`config.mk`:
```
export PLATFORM = sky130hd
export DESIGN_NAME = fpu_arbiter
export DESIGN_NICKNAME = d
export VERILOG_FILES = /design/src/rtl/fpu_pkg.sv /design/src/rtl/rr_arbiter2.sv /design/src/rtl/fpu_arbiter.sv
export SDC_FILE = /design/constraint.sdc
export NUM_CORES = 1
export LEC_CHECK = 0
export ABC_AREA = 1
export CAP_MARGIN = 20
export CORE_ASPECT_RATIO = 1.25
export CORE_MARGIN = 2
export CORE_UTILIZATION = 39
export DETAILED_ROUTE_END_ITERATION = 6
export PLACE_DENSITY = 0.8
export SYNTH_ARGS = -nofsm -noshare
export SYNTH_HDL_FRONTEND = slang
export SYNTH_SLANG_ARGS = --single-unit
```
`constraint.sdc`:
```
create_clock -name clock100KHz -period 1.8 [get_ports clock100KHz]
set_clock_uncertainty 0.1 [all_clocks]
set_input_delay 0.18 -clock clock100KHz [delete_from_list [all_inputs] [get_ports clock100KHz]]
set_output_delay 0.18 -clock clock100KHz [all_outputs]
set_load 0.05 [all_outputs]
```
`src/rtl/fpu_pkg.sv`:
```
// Shared types and constants for the FPU request arbiter: FSM state
// encoding, operand field positions and the one-hot status codes.
package fpu_pkg;

    typedef enum logic [1:0] {
        ST_IDLE  = 2'd0,
        ST_ISSUE = 2'd1,
        ST_WAIT  = 2'd2,
        ST_RESP  = 2'd3
    } arb_state_t;

    // Operand layout: sign[31], exponent[30:26], mantissa[25:0]
    localparam int SIGN_BIT = 31;
    localparam int EXP_MSB  = 30;
    localparam int EXP_LSB  = 26;
    localparam int MANT_MSB = 25;

    // Status bit positions
    localparam int STATUS_EXACT_BIT     = 0;
    localparam int STATUS_INEXACT_BIT   = 1;
    localparam int STATUS_OVERFLOW_BIT  = 2;
    localparam int STATUS_UNDERFLOW_BIT = 3;

    // One-hot status codes
    localparam logic [3:0] EXACT     = 4'b0001;
    localparam logic [3:0] INEXACT   = 4'b0010;
    localparam logic [3:0] OVERFLOW  = 4'b0100;
    localparam logic [3:0] UNDERFLOW = 4'b1000;

    // Width of the WAIT-state cycle counter
    localparam int TIMER_W = 8;

    // Index of the requester selected by a one-hot 2-way grant
    function automatic logic grant_index(input logic [1:0] grant);
        return grant[1];
    endfunction

endpackage

```
`src/rtl/rr_arbiter2.sv`:
```
// Two-way round-robin grant. The pointer names the requester favoured on
// a tie and moves to the other requester whenever a grant is accepted.
module rr_arbiter2
    import fpu_pkg::*;
(
    input  logic       clock100KHz,
    input  logic       reset,
    input  logic       enable,
    input  logic [1:0] req,
    input  logic       accept,
    output logic [1:0] grant
);

    logic ptr_q;
    logic ptr_d;

    // Pick a single winner; a lone request wins outright, a tie goes to the pointer
    always_comb begin
        grant = 2'b00;
        if (enable) begin
            if (req == 2'b11) begin
                grant = ptr_q ? 2'b10 : 2'b01;
            end else begin
                grant = req;
            end
        end
    end

    // After an accepted grant, favour the requester that did not win
    always_comb begin
        ptr_d = ptr_q;
        if (accept) begin
            ptr_d = ~grant_index(grant);
        end
    end

    // Pointer register; reset favours requester 0
    always_ff @(posedge clock100KHz or negedge reset) begin
        if (!reset) begin
            ptr_q <= 1'b0;
        end else begin
            ptr_q <= ptr_d;
        end
    end

endmodule

```
`src/rtl/fpu_arbiter.sv`:
```
// Arbitrates two requesters onto a single external FPU core. One job is in
// flight at a time: accept, pulse fpu_start, wait for done or timeout, then
// hold the response until the consumer takes it.
module fpu_arbiter
    import fpu_pkg::*;
#(
    parameter int TIMEOUT_CYCLES = 255,
    parameter int STATUS_W       = 4
) (
    input  logic                clock100KHz,
    input  logic                reset,
    input  logic [1:0]          req_valid,
    output logic [1:0]          req_ready,
    input  logic [31:0]         req0_op_a,
    input  logic [31:0]         req0_op_b,
    input  logic [31:0]         req1_op_a,
    input  logic [31:0]         req1_op_b,
    output logic                rsp_valid,
    input  logic                rsp_ready,
    output logic                rsp_id,
    output logic [31:0]         rsp_data,
    output logic [STATUS_W-1:0] rsp_status,
    output logic                rsp_timeout,
    output logic                fpu_start,
    output logic [31:0]         fpu_op_a,
    output logic [31:0]         fpu_op_b,
    input  logic                fpu_done,
    input  logic [31:0]         fpu_data,
    input  logic [STATUS_W-1:0] fpu_status
);

    // Count value seen in the last permitted WAIT cycle (TIMEOUT_CYCLES must be 1..255)
    localparam logic [TIMER_W-1:0] LAST_COUNT = TIMER_W'(TIMEOUT_CYCLES - 1);

    arb_state_t          state_q, state_d;
    logic                rsp_id_q, rsp_id_d;
    logic [31:0]         op_a_q, op_a_d;
    logic [31:0]         op_b_q, op_b_d;
    logic                start_q, start_d;
    logic [TIMER_W-1:0]  count_q, count_d;
    logic                rsp_valid_q, rsp_valid_d;
    logic [31:0]         rsp_data_q, rsp_data_d;
    logic [STATUS_W-1:0] rsp_status_q, rsp_status_d;
    logic                rsp_timeout_q, rsp_timeout_d;

    logic [1:0] grant;
    logic       accept;

    rr_arbiter2 u_rr_arbiter2 (
        .clock100KHz (clock100KHz),
        .reset       (reset),
        .enable      (state_q == ST_IDLE),
        .req         (req_valid),
        .accept      (accept),
        .grant       (grant)
    );

    assign req_ready = grant;
    assign accept    = |(req_valid & grant);

    // Next-state and next-output logic for the job sequencer
    always_comb begin
        state_d       = state_q;
        rsp_id_d      = rsp_id_q;
        op_a_d        = op_a_q;
        op_b_d        = op_b_q;
        start_d       = 1'b0;
        count_d       = count_q;
        rsp_valid_d   = rsp_valid_q;
        rsp_data_d    = rsp_data_q;
        rsp_status_d  = rsp_status_q;
        rsp_timeout_d = rsp_timeout_q;

        unique case (state_q)
            ST_IDLE: begin
                if (accept) begin
                    rsp_id_d = grant_index(grant);
                    op_a_d   = grant_index(grant) ? req1_op_a : req0_op_a;
                    op_b_d   = grant_index(grant) ? req1_op_b : req0_op_b;
                    start_d  = 1'b1;
                    state_d  = ST_ISSUE;
                end
            end
            ST_ISSUE: begin
                count_d = '0;
                state_d = ST_WAIT;
            end
            ST_WAIT: begin
                if (fpu_done) begin
                    rsp_data_d    = fpu_data;
                    rsp_status_d  = fpu_status;
                    rsp_timeout_d = 1'b0;
                    rsp_valid_d   = 1'b1;
                    state_d       = ST_RESP;
                end else if (count_q == LAST_COUNT) begin
                    rsp_data_d    = '0;
                    rsp_status_d  = '0;
                    rsp_timeout_d = 1'b1;
                    rsp_valid_d   = 1'b1;
                    state_d       = ST_RESP;
                end else if (count_q != {TIMER_W{1'b1}}) begin
                    count_d = count_q + 1'b1;
                end
            end
            ST_RESP: begin
                if (rsp_ready) begin
                    rsp_valid_d = 1'b0;
                    state_d     = ST_IDLE;
                end
            end
            default: begin
                state_d = ST_IDLE;
            end
        endcase
    end

    // State and registered outputs; reset drops any in-flight job
    always_ff @(posedge clock100KHz or negedge reset) begin
        if (!reset) begin
            state_q       <= ST_IDLE;
            rsp_id_q      <= 1'b0;
            op_a_q        <= '0;
            op_b_q        <= '0;
            start_q       <= 1'b0;
            count_q       <= '0;
            rsp_valid_q   <= 1'b0;
            rsp_data_q    <= '0;
            rsp_status_q  <= '0;
            rsp_timeout_q <= 1'b0;
        end else begin
            state_q       <= state_d;
            rsp_id_q      <= rsp_id_d;
            op_a_q        <= op_a_d;
            op_b_q        <= op_b_d;
            start_q       <= start_d;
            count_q       <= count_d;
            rsp_valid_q   <= rsp_valid_d;
            rsp_data_q    <= rsp_data_d;
            rsp_status_q  <= rsp_status_d;
            rsp_timeout_q <= rsp_timeout_d;
        end
    end

    assign fpu_start   = start_q;
    assign fpu_op_a    = op_a_q;
    assign fpu_op_b    = op_b_q;
    assign rsp_valid   = rsp_valid_q;
    assign rsp_id      = rsp_id_q;
    assign rsp_data    = rsp_data_q;
    assign rsp_status  = rsp_status_q;
    assign rsp_timeout = rsp_timeout_q;

endmodule

```
## After elaboration in Yosys (flattened, before gate mapping)

Cells that the tools add are included.

- Register bits after elaboration: 115
- Input port bits: 170
- Output and inout bits: 106

- Add/subtract/negate cells: 1
- Equality and inequality tests: 12
- Multiplexer cells: 25
- Bitwise gates (word level): 2
- Reductions and logical operators: 10

Operators by type and width:

| kind | number |
|---|---|
| 32-bit 2-to-1 mux | 4 |
| 8-bit 2-to-1 mux | 3 |
| 8-bit case mux with 2 select lines | 1 |
| 2-bit 2-to-1 mux | 7 |
| 2-bit inequality test, second input constant | 5 |
| 8-bit by 1-bit adder with 8-bit output, second input constant | 1 |
| 8-bit == test, second input constant | 1 |
| 4-bit 2-to-1 mux | 2 |
| 8-bit inequality test, second input constant | 1 |
| 2-bit case mux with 4 select lines | 1 |
| 2-bit == test, second input constant | 3 |
| 1-bit 2-to-1 mux | 6 |
| 3-bit AND reduction | 2 |
| 2-bit nonzero test | 3 |
| 2-bit AND reduction | 2 |
| 4-bit AND reduction | 1 |
| 3-bit inequality test, second input constant | 1 |
| 2-bit bitwise AND | 1 |
| 2-bit by 1-bit == test with 1-bit output, second input constant | 1 |
| 2-bit zero test | 1 |
| 1-bit case mux with 2 select lines | 1 |
| 2-bit OR reduction | 1 |
| 1-bit NOT | 1 |

## Depth between registers and ports, before layout

Gate-level depths: netlist of the first run.

- Word-level depth: 7
- Depth in mapped cells: 11
- Gate-level depth less buffers: 11

## By module

Synthesis of the first run repeated with hierarchy kept, for this count alone.

- Cell total of the unflattened synthesis: 624
- Area total of the unflattened synthesis: 5173.7 sq um

Modules (own cells, without submodules):

| module | times used | cells an instance | area each (sq um) | sequential area each (sq um) |
|---|---|---|---|---|
| fpu_arbiter | 1 | 612 | 5103.6 | 2852.7 |
| rr_arbiter2 | 1 | 12 | 70.1 | 25.0 |

## Worst setup path after synthesis of the first run

Ideal clock, no wire load.

- Kind: flip-flop to flip-flop
- From: reg state_q[0]
- To: reg u_rr_arbiter2.ptr_q
- Setup time: 0.078 ns
- Arrival time: 1.690 ns
- Required time: 1.622 ns
- Setup slack: -0.068 ns
- Stages on the path, launching flop included: 7
- Cells stage by stage: dfrtp_1 inv_1 ha_1 nand2_1 a21oi_1 clkbuf_1 o21bai_1

- Word-level cells in the longest chain between the ends: 4
- Elaborated cells between the ends (all ways): 5
- Classes of those cells: mux: 1; bitwise: 2; reduce/logical: 2

Ends and longest elaborated chain:

| element | line | source |
|---|---|---|
| from (decl) | fpu_arbiter.sv:35 | `arb_state_t state_q, state_d;` |
| from (signal assigned) | fpu_arbiter.sv:131 | `state_q <= state_d;` |
| 2-bit zero test | fpu_arbiter.sv:52 | `.enable (state_q == ST_IDLE),` |
| 2-bit 2-to-1 mux | rr_arbiter2.sv:20 | `if (enable) begin` |
| via req_ready[0] | fpu_arbiter.sv:13 | `output logic [1:0] req_ready,` |
| 2-bit bitwise AND | fpu_arbiter.sv:59 | `assign accept = \|(req_valid & grant);` |
| 2-bit OR reduction | fpu_arbiter.sv:59 |  |
| to (signal assigned) | rr_arbiter2.sv:42 | `ptr_q <= ptr_d;` |
| to (decl) | rr_arbiter2.sv:14 | `logic ptr_q;` |

The timed path passes the listed nets, and every way through them passes these cells.
A chain may end at the register's enable or synchronous reset.

## Worst setup path after layout of the first run

- From: reg state_q[1]
- To: out req_ready[1]

- Word-level cells in the longest chain between the ends: 2

Ends and longest elaborated chain:

| element | line |
|---|---|
| 2-bit zero test | fpu_arbiter.sv:52 |
| 2-bit 2-to-1 mux | rr_arbiter2.sv:20 |
| to (decl) | fpu_arbiter.sv:13 |

Every way passes these cells.

==> impl_metrics.tcl, run 1 <==
set metrics [dict create \
    holdWs_ps 163 \
    clkPwrFrac_pct 19.2 \
    violations "negative setup slack" \
    dp_hpwl_microns 12000 \
    grt_max_degree 55 \
    max_freq_mhz 548 \
    numCtsBuffers 17 \
    ir_drop_mv 1.03 \
    synthFlopType "dfrtp_1" \
    seq_power_share_pct 25.7 \
    final_core_util_pct 69.3 \
    drv_slew 0 \
    reg2reg_depth 9 \
    cp_max_fo 3 \
    yosysUniqueCellTypes 20 \
    drv_cap 0 \
    synth-seq-area-share_pct 56.5 \
    p_sw_share_pct 47.8 \
    io_pins 276 \
    stdcell_count 1107 \
    nFillCells 1012 \
    final_area_sq_um 8810 \
    synth_nets 796 \
    slew_headroom_pct 64.9 \
    die-area_sq_um 14000 \
    power.leakage_nw 4.34 \
    ff_latch_area_sq_um 2880 \
    coreArea_sq_um 12700 \
    grt_overflow 0 \
    routedWlPerCell_microns 15.4 \
    ys_warn_count 0 \
    via_per_inst 4.74 \
    globalplace.congestion 0.909 \
    crit_arrival_ps 1550 \
    drive_above_1_share_pct 17.1 \
    post_dp_cell_area_sq_um 8090 \
    die_y_microns 132 \
    syn_area_per_cell_sq_um 8.22 \
    grt_pass1_wl_microns 26600 \
    fin_crit_sh_pct 101 \
    status "finished with violations" \
    setup_violations 2 \
    cts_tree "done" \
    endpoint_kind "output pin" \
    h-tree-depth 4 \
    start_kind "flop" \
    min_path_type "input port to asynchronous set/reset pin" \
    path_clk_slew_ps 50 \
    wirelength_microns 17000 \
    via_count 5247 \
    netlist_instances 619 \
    critPathRequiredTime_ps 1520 \
    die_x_microns 106 \
    ys_ff_latch 115 \
    multi_input_area_sq_um 2020 \
    clkSinkCount 115 \
    drc_errors 0 \
    detail-route-antenna-nets 0 \
    start_util_pct 40.0 \
    numPortBuffers 275 \
    internal_power_mw 8.90 \
    place_inst 1059 \
    synth_edf_count 0 \
    std_cell_rows 46 \
    drt-initial-drc-count 252 \
    finalCriticalPeriod_ps 1830 \
    grt_setup_unrepaired "true" \
    switching_power_mw 8.15 \
    root_buffer "clkbuf_16" \
    power_frac_comb_pct 55.1 \
    max_slew.worst_pin.slew_ps 529 \
    cts_max_path_buffers 2 \
    async_flop_share_pct 100 \
    area.growth.synth_to_final_pct 73.2 \
    hold_viol 0 \
    clkLatencyLatePin_ps 410 \
    grt_pass1_vias 5158 \
    critPathKind "flop to output pin" \
    syn-cell-area_sq_um 5090 \
    setup_tns_ps -34.5 \
    nets 1105 \
    grt_antenna_before_repair 0 \
    fin_ws_ps -25.8 \
    dr.pass1.iters 4 \
    p_per_area_nw_per_um2 1930 \
    grt_use_total_pct 24.6 \
    antenna_cells 0 \
]
-- cell families (layout without fill, tap and decap cells) --
logic type / count (synthesis) / count (layout) / share of synthesized area [%]
and+or+nand+nor: 426 / 426 / 34.3
DFF: 115 / 115 / 56.5
buffers and inverters: 46 / 366 / 4.55
AOI/OAI and AO/OA: 25 / 25 / 2.85
adders and majority gates: 7 / 7 / 1.72
-- stage by stage --
stage / power, mW / setup slack (ps)
floorplan: 10.4 / 64.1
global placement: 13.7 / 71.1
detailed placement: 13.8 / 39.6
CTS: 17.1 / -13.4
global route: 18.0 / -76.6
finish: 17.1 / -25.8
-- layout by cell type, fill, tap and decap left out --
cell type,count
ha_4,1
dlygate4sd3_1,1
ha_2,1
a21oi_4,2
or2_2,4
dfrtp_1,115
clkdlybuf4s50_1,168
clkbuf_8,4
a31oi_1,10
nand2_2,15
clkinv_2,3
nor2_4,1
buf_12,11
bufinv_16,2
inv_1,11
nand2_1,320
ha_1,5
bufbuf_16,2
o21ai_0,10
clkbuf_16,17
nand3_1,67
buf_4,94
clkbuf_1,4
nand2_4,2
nor2_1,17
o21bai_1,3
dlygate4sd2_1,45
clkinv_1,2
inv_2,2
-- worst max-delay path, cell delays in order (launching register included) --
cell and delay (ps):
dfrtp_1 410, inv_2 100, ha_4 150, nand2_2 70, a21oi_4 160, buf_12 130, buf_12 120
-- final timing paths --
| check | slack [ps] | start | to |
|---|---|---|---|
| min in group clock100KHz | 200 | fpu_data[7] | rsp_data[7] |
| max reg2reg | 30 | state_q[1] | fpu_op_a[1] |
| max | -30 | state_q[1] | req_ready[1] |
| max in group asynchronous | 820 | reset | rsp_data[22] |
| min | 160 | reset | rsp_data[3] |
| min reg2reg | 360 | rsp_status[1] | rsp_status[1] |
-- sequential cells by signal (all words and copies together), names as in the netlist --
name,count
fpu_op_a,32
fpu_op_b,32
rsp_data,32
count_q,8
rsp_status,4
state_q,2
fpu_start,1
rsp_id,1
rsp_timeout,1
rsp_valid,1
u_rr_arbiter2.ptr_q,1
-- cell usage after synthesis (2+ instances only) --
| cell type | count | area (sq um) |
|---|---|---|
| nand2_1 | 322 | 1210 |
| dfrtp_1 | 115 | 2880 |
| nand3_1 | 67 | 335 |
| buf_2 | 20 | 100 |
| nor2_1 | 17 | 63.8 |
| inv_1 | 14 | 52.6 |
| nand2_2 | 13 | 81.3 |
| a31oi_1 | 10 | 62.6 |
| o21ai_0 | 10 | 50.1 |
| ha_1 | 7 | 87.6 |
| buf_1 | 5 | 18.8 |
| or2_2 | 4 | 25.0 |
| buf_6 | 3 | 33.8 |
| o21bai_1 | 3 | 22.5 |
| a21oi_1 | 2 | 10.0 |
| clkbuf_1 | 2 | 7.51 |
| nand2_4 | 2 | 22.5 |
-- repair_timing --
item	in CTS	in global routing
pin swaps	1	2
cloned	2	0
setup endpoints to repair	47	79
resized for setup	51	1
hold buffers	1	0
hold endpoints to repair	30	0
setup buffers	7	8
-- power groups by stage --
stage	Combinational (mW)	Clock (mW)	Sequential (mW)
finish	9.39	3.28	4.38
global route	9.99	3.47	4.51
CTS	9.40	3.33	4.38
detailed placement	9.42	0	4.39
global placement	9.31	0	4.37
floorplan	2.32	0	8.04
-- layout make-up --
type,count,share of cell area [%]
Clock buffer,25,5.62
Inverter,15,0.639
Sequential cell,115,32.6
Timing Repair Buffer,321,34.9
Multi-Input combinational cell,458,23.0
Clock inverter,5,0.852
Tap cell,168,2.38
-- layer usage --
| metal | global-route usage, % | wire length, microns | up-vias |
|---|---|---|---|
| li1 | - | - | 2560 |
| met1 | 29.3 | 6770 | 2427 |
| met3 | 6.00 | 1110 | 41 |
| met2 | 42.4 | 8610 | 219 |
| met5 | 0 | 0 | - |
| met4 | 9.72 | 539 | 0 |
(Power assumes the default switching activity.)
==> run 2, diff against run 1 <==
Settings changed: HOLD_SLACK_MARGIN set to 0.03, SETUP_SLACK_MARGIN set to 0.02.
==> impl_metrics.tcl, run 2 (synthesis gave the netlist of run 1 again) <==
set metrics [dict create \
    area.growth.synth_to_final_pct 74.1 \
    switching_power_mw 8.19 \
    clkPwrFrac_pct 19.1 \
    globalplace.congestion 0.909 \
    grt_antenna_before_repair 0 \
    start_kind "flop" \
    grt_max_degree 55 \
    fin_ws_ps -23.8 \
    setup_tns_ps -26.5 \
    crit_arrival_ps 1540 \
    via_count 5262 \
    std_cell_rows 46 \
    antenna_cells 0 \
    wirelength_microns 17100 \
    path_clk_slew_ps 50 \
    violations "negative setup slack" \
    grt_setup_unrepaired "true" \
    min_path_type "input port to asynchronous set/reset pin" \
    power.leakage_nw 4.36 \
    p_per_area_nw_per_um2 1940 \
    die_x_microns 106 \
    slew_headroom_pct 64.9 \
    routedWlPerCell_microns 15.4 \
    most-common-layout-cells "319 x nand2_1, 168 x clkdlybuf4s50_1, 115 x dfrtp_1" \
    cts_tree "done" \
    root_buffer "clkbuf_16" \
    cts_max_path_buffers 2 \
    dp_hpwl_microns 12000 \
    numCtsBuffers 17 \
    h-tree-depth 4 \
    via_per_inst 4.74 \
    ir_drop_mv 1.09 \
    grt_overflow 0 \
    drv_slew 0 \
    start_util_pct 40.0 \
    endpoint_kind "output pin" \
    nets 1107 \
    drc_errors 0 \
    final_common_cell "nand2_1" \
    coreArea_sq_um 12700 \
    final_area_sq_um 8860 \
    critPathRequiredTime_ps 1520 \
    hold_viol 0 \
    post_dp_cell_area_sq_um 8090 \
    setup_violations 2 \
    drv_cap 0 \
    power_frac_comb_pct 55.4 \
    detail-route-antenna-nets 0 \
    grt_pass1_vias 5174 \
    grt_pass1_wl_microns 26700 \
    dr.pass1.iters 5 \
    internal_power_mw 8.96 \
    finalCriticalPeriod_ps 1820 \
    p_sw_share_pct 47.8 \
    clkLatencyLatePin_ps 400 \
    fin_crit_sh_pct 101 \
    max_freq_mhz 548 \
    drive_above_1_share_pct 17.5 \
    die-area_sq_um 14000 \
    io_pins 276 \
    seq_power_share_pct 25.5 \
    critPathKind "flop to output pin" \
    grt_use_total_pct 24.6 \
    max_slew.worst_pin.slew_ps 528 \
    clkSinkCount 115 \
    status "finished with violations" \
    cp_max_fo 3 \
    numPortBuffers 275 \
    drt-initial-drc-count 219 \
    die_y_microns 132 \
]
-- run 2: critical path, stage by stage, from the launching register on --
cell	delay, ps
dfrtp_1	410
inv_2	90
ha_4	170
nand2_4	60
a21oi_4	160
buf_12	130
buf_12	120
-- run 2: through the flow --
| stage | setup slack (ps) | instances | power (mW) | utilization (%) | hold slack [ps] |
|---|---|---|---|---|---|
| 4_1_cts | -16.5 | 1099 | 17.1 | 68.9 | 172 |
| 6_report | -23.8 | 1109 | 17.2 | 69.7 | 171 |
| 3_3_place_gp | 71.1 | 1059 | 13.7 | 63.6 | 66.3 |
| 3_5_place_dp | 39.6 | 1059 | 13.8 | 63.6 | 66.5 |
| 5_1_grt | -81.0 | 1109 | 18.1 | 69.7 | 199 |
| 2_1_floorplan | 64.1 | 619 | 10.4 | - | -216 |
-- run 2: repair_timing --
action | CTS | global route
resized for setup | 53 | 7
endpoints found under the hold margin | 93 | 0
pin swaps | 1 | 3
setup buffers | 7 | 9
endpoints found under the setup margin | 47 | 95
hold buffers | 1 | 0
gates cloned | 2 | 1
-- run 2: power by group through the flow --
stage               registers (mW)  clock network (mW)  logic [mW]
global placement              4.37                   0        9.31
finish                        4.38                3.27        9.50
CTS                           4.38                3.33        9.41
floorplan                     8.04                   0        2.32
detailed placement            4.39                   0        9.42
global route                  4.51                3.47        10.1
-- run 2: final timing paths --
kind,startpoint,to,slack [ps],cells after the start
max in group asynchronous,reset,rsp_data[22],810,3
min in group clock100KHz,fpu_data[7],rsp_data[7],210,3
min,reset,rsp_data[3],170,2
max reg2reg,state_q[1],fpu_op_a[1],30,9
max,state_q[1],req_ready[1],-20,6
min reg2reg,rsp_data[3],rsp_data[3],360,2
-- run 2: final cells by class --
type / instances / area, sq um
fill: 1006 / 3860
timing repair buffer: 322 / 3090
sequential: 115 / 2880
multi-input combinational: 459 / 2060
clock buffer: 25 / 495
tap: 168 / 210
clock inverter: 5 / 75.1
inverter: 15 / 56.3
-- run 2: routing by layer --
metal | global-route usage [%] | vias to the layer above | part of all wire [%] | wire [microns]
li1 | - | 2570 | - | -
met1 | 29.4 | 2443 | 39 | 6700
met2 | 42.5 | 217 | 52 | 8850
met3 | 6.00 | 32 | 6.3 | 1080
met4 | 9.72 | 0 | 2.5 | 435
met5 | 0 | - | 0 | 0
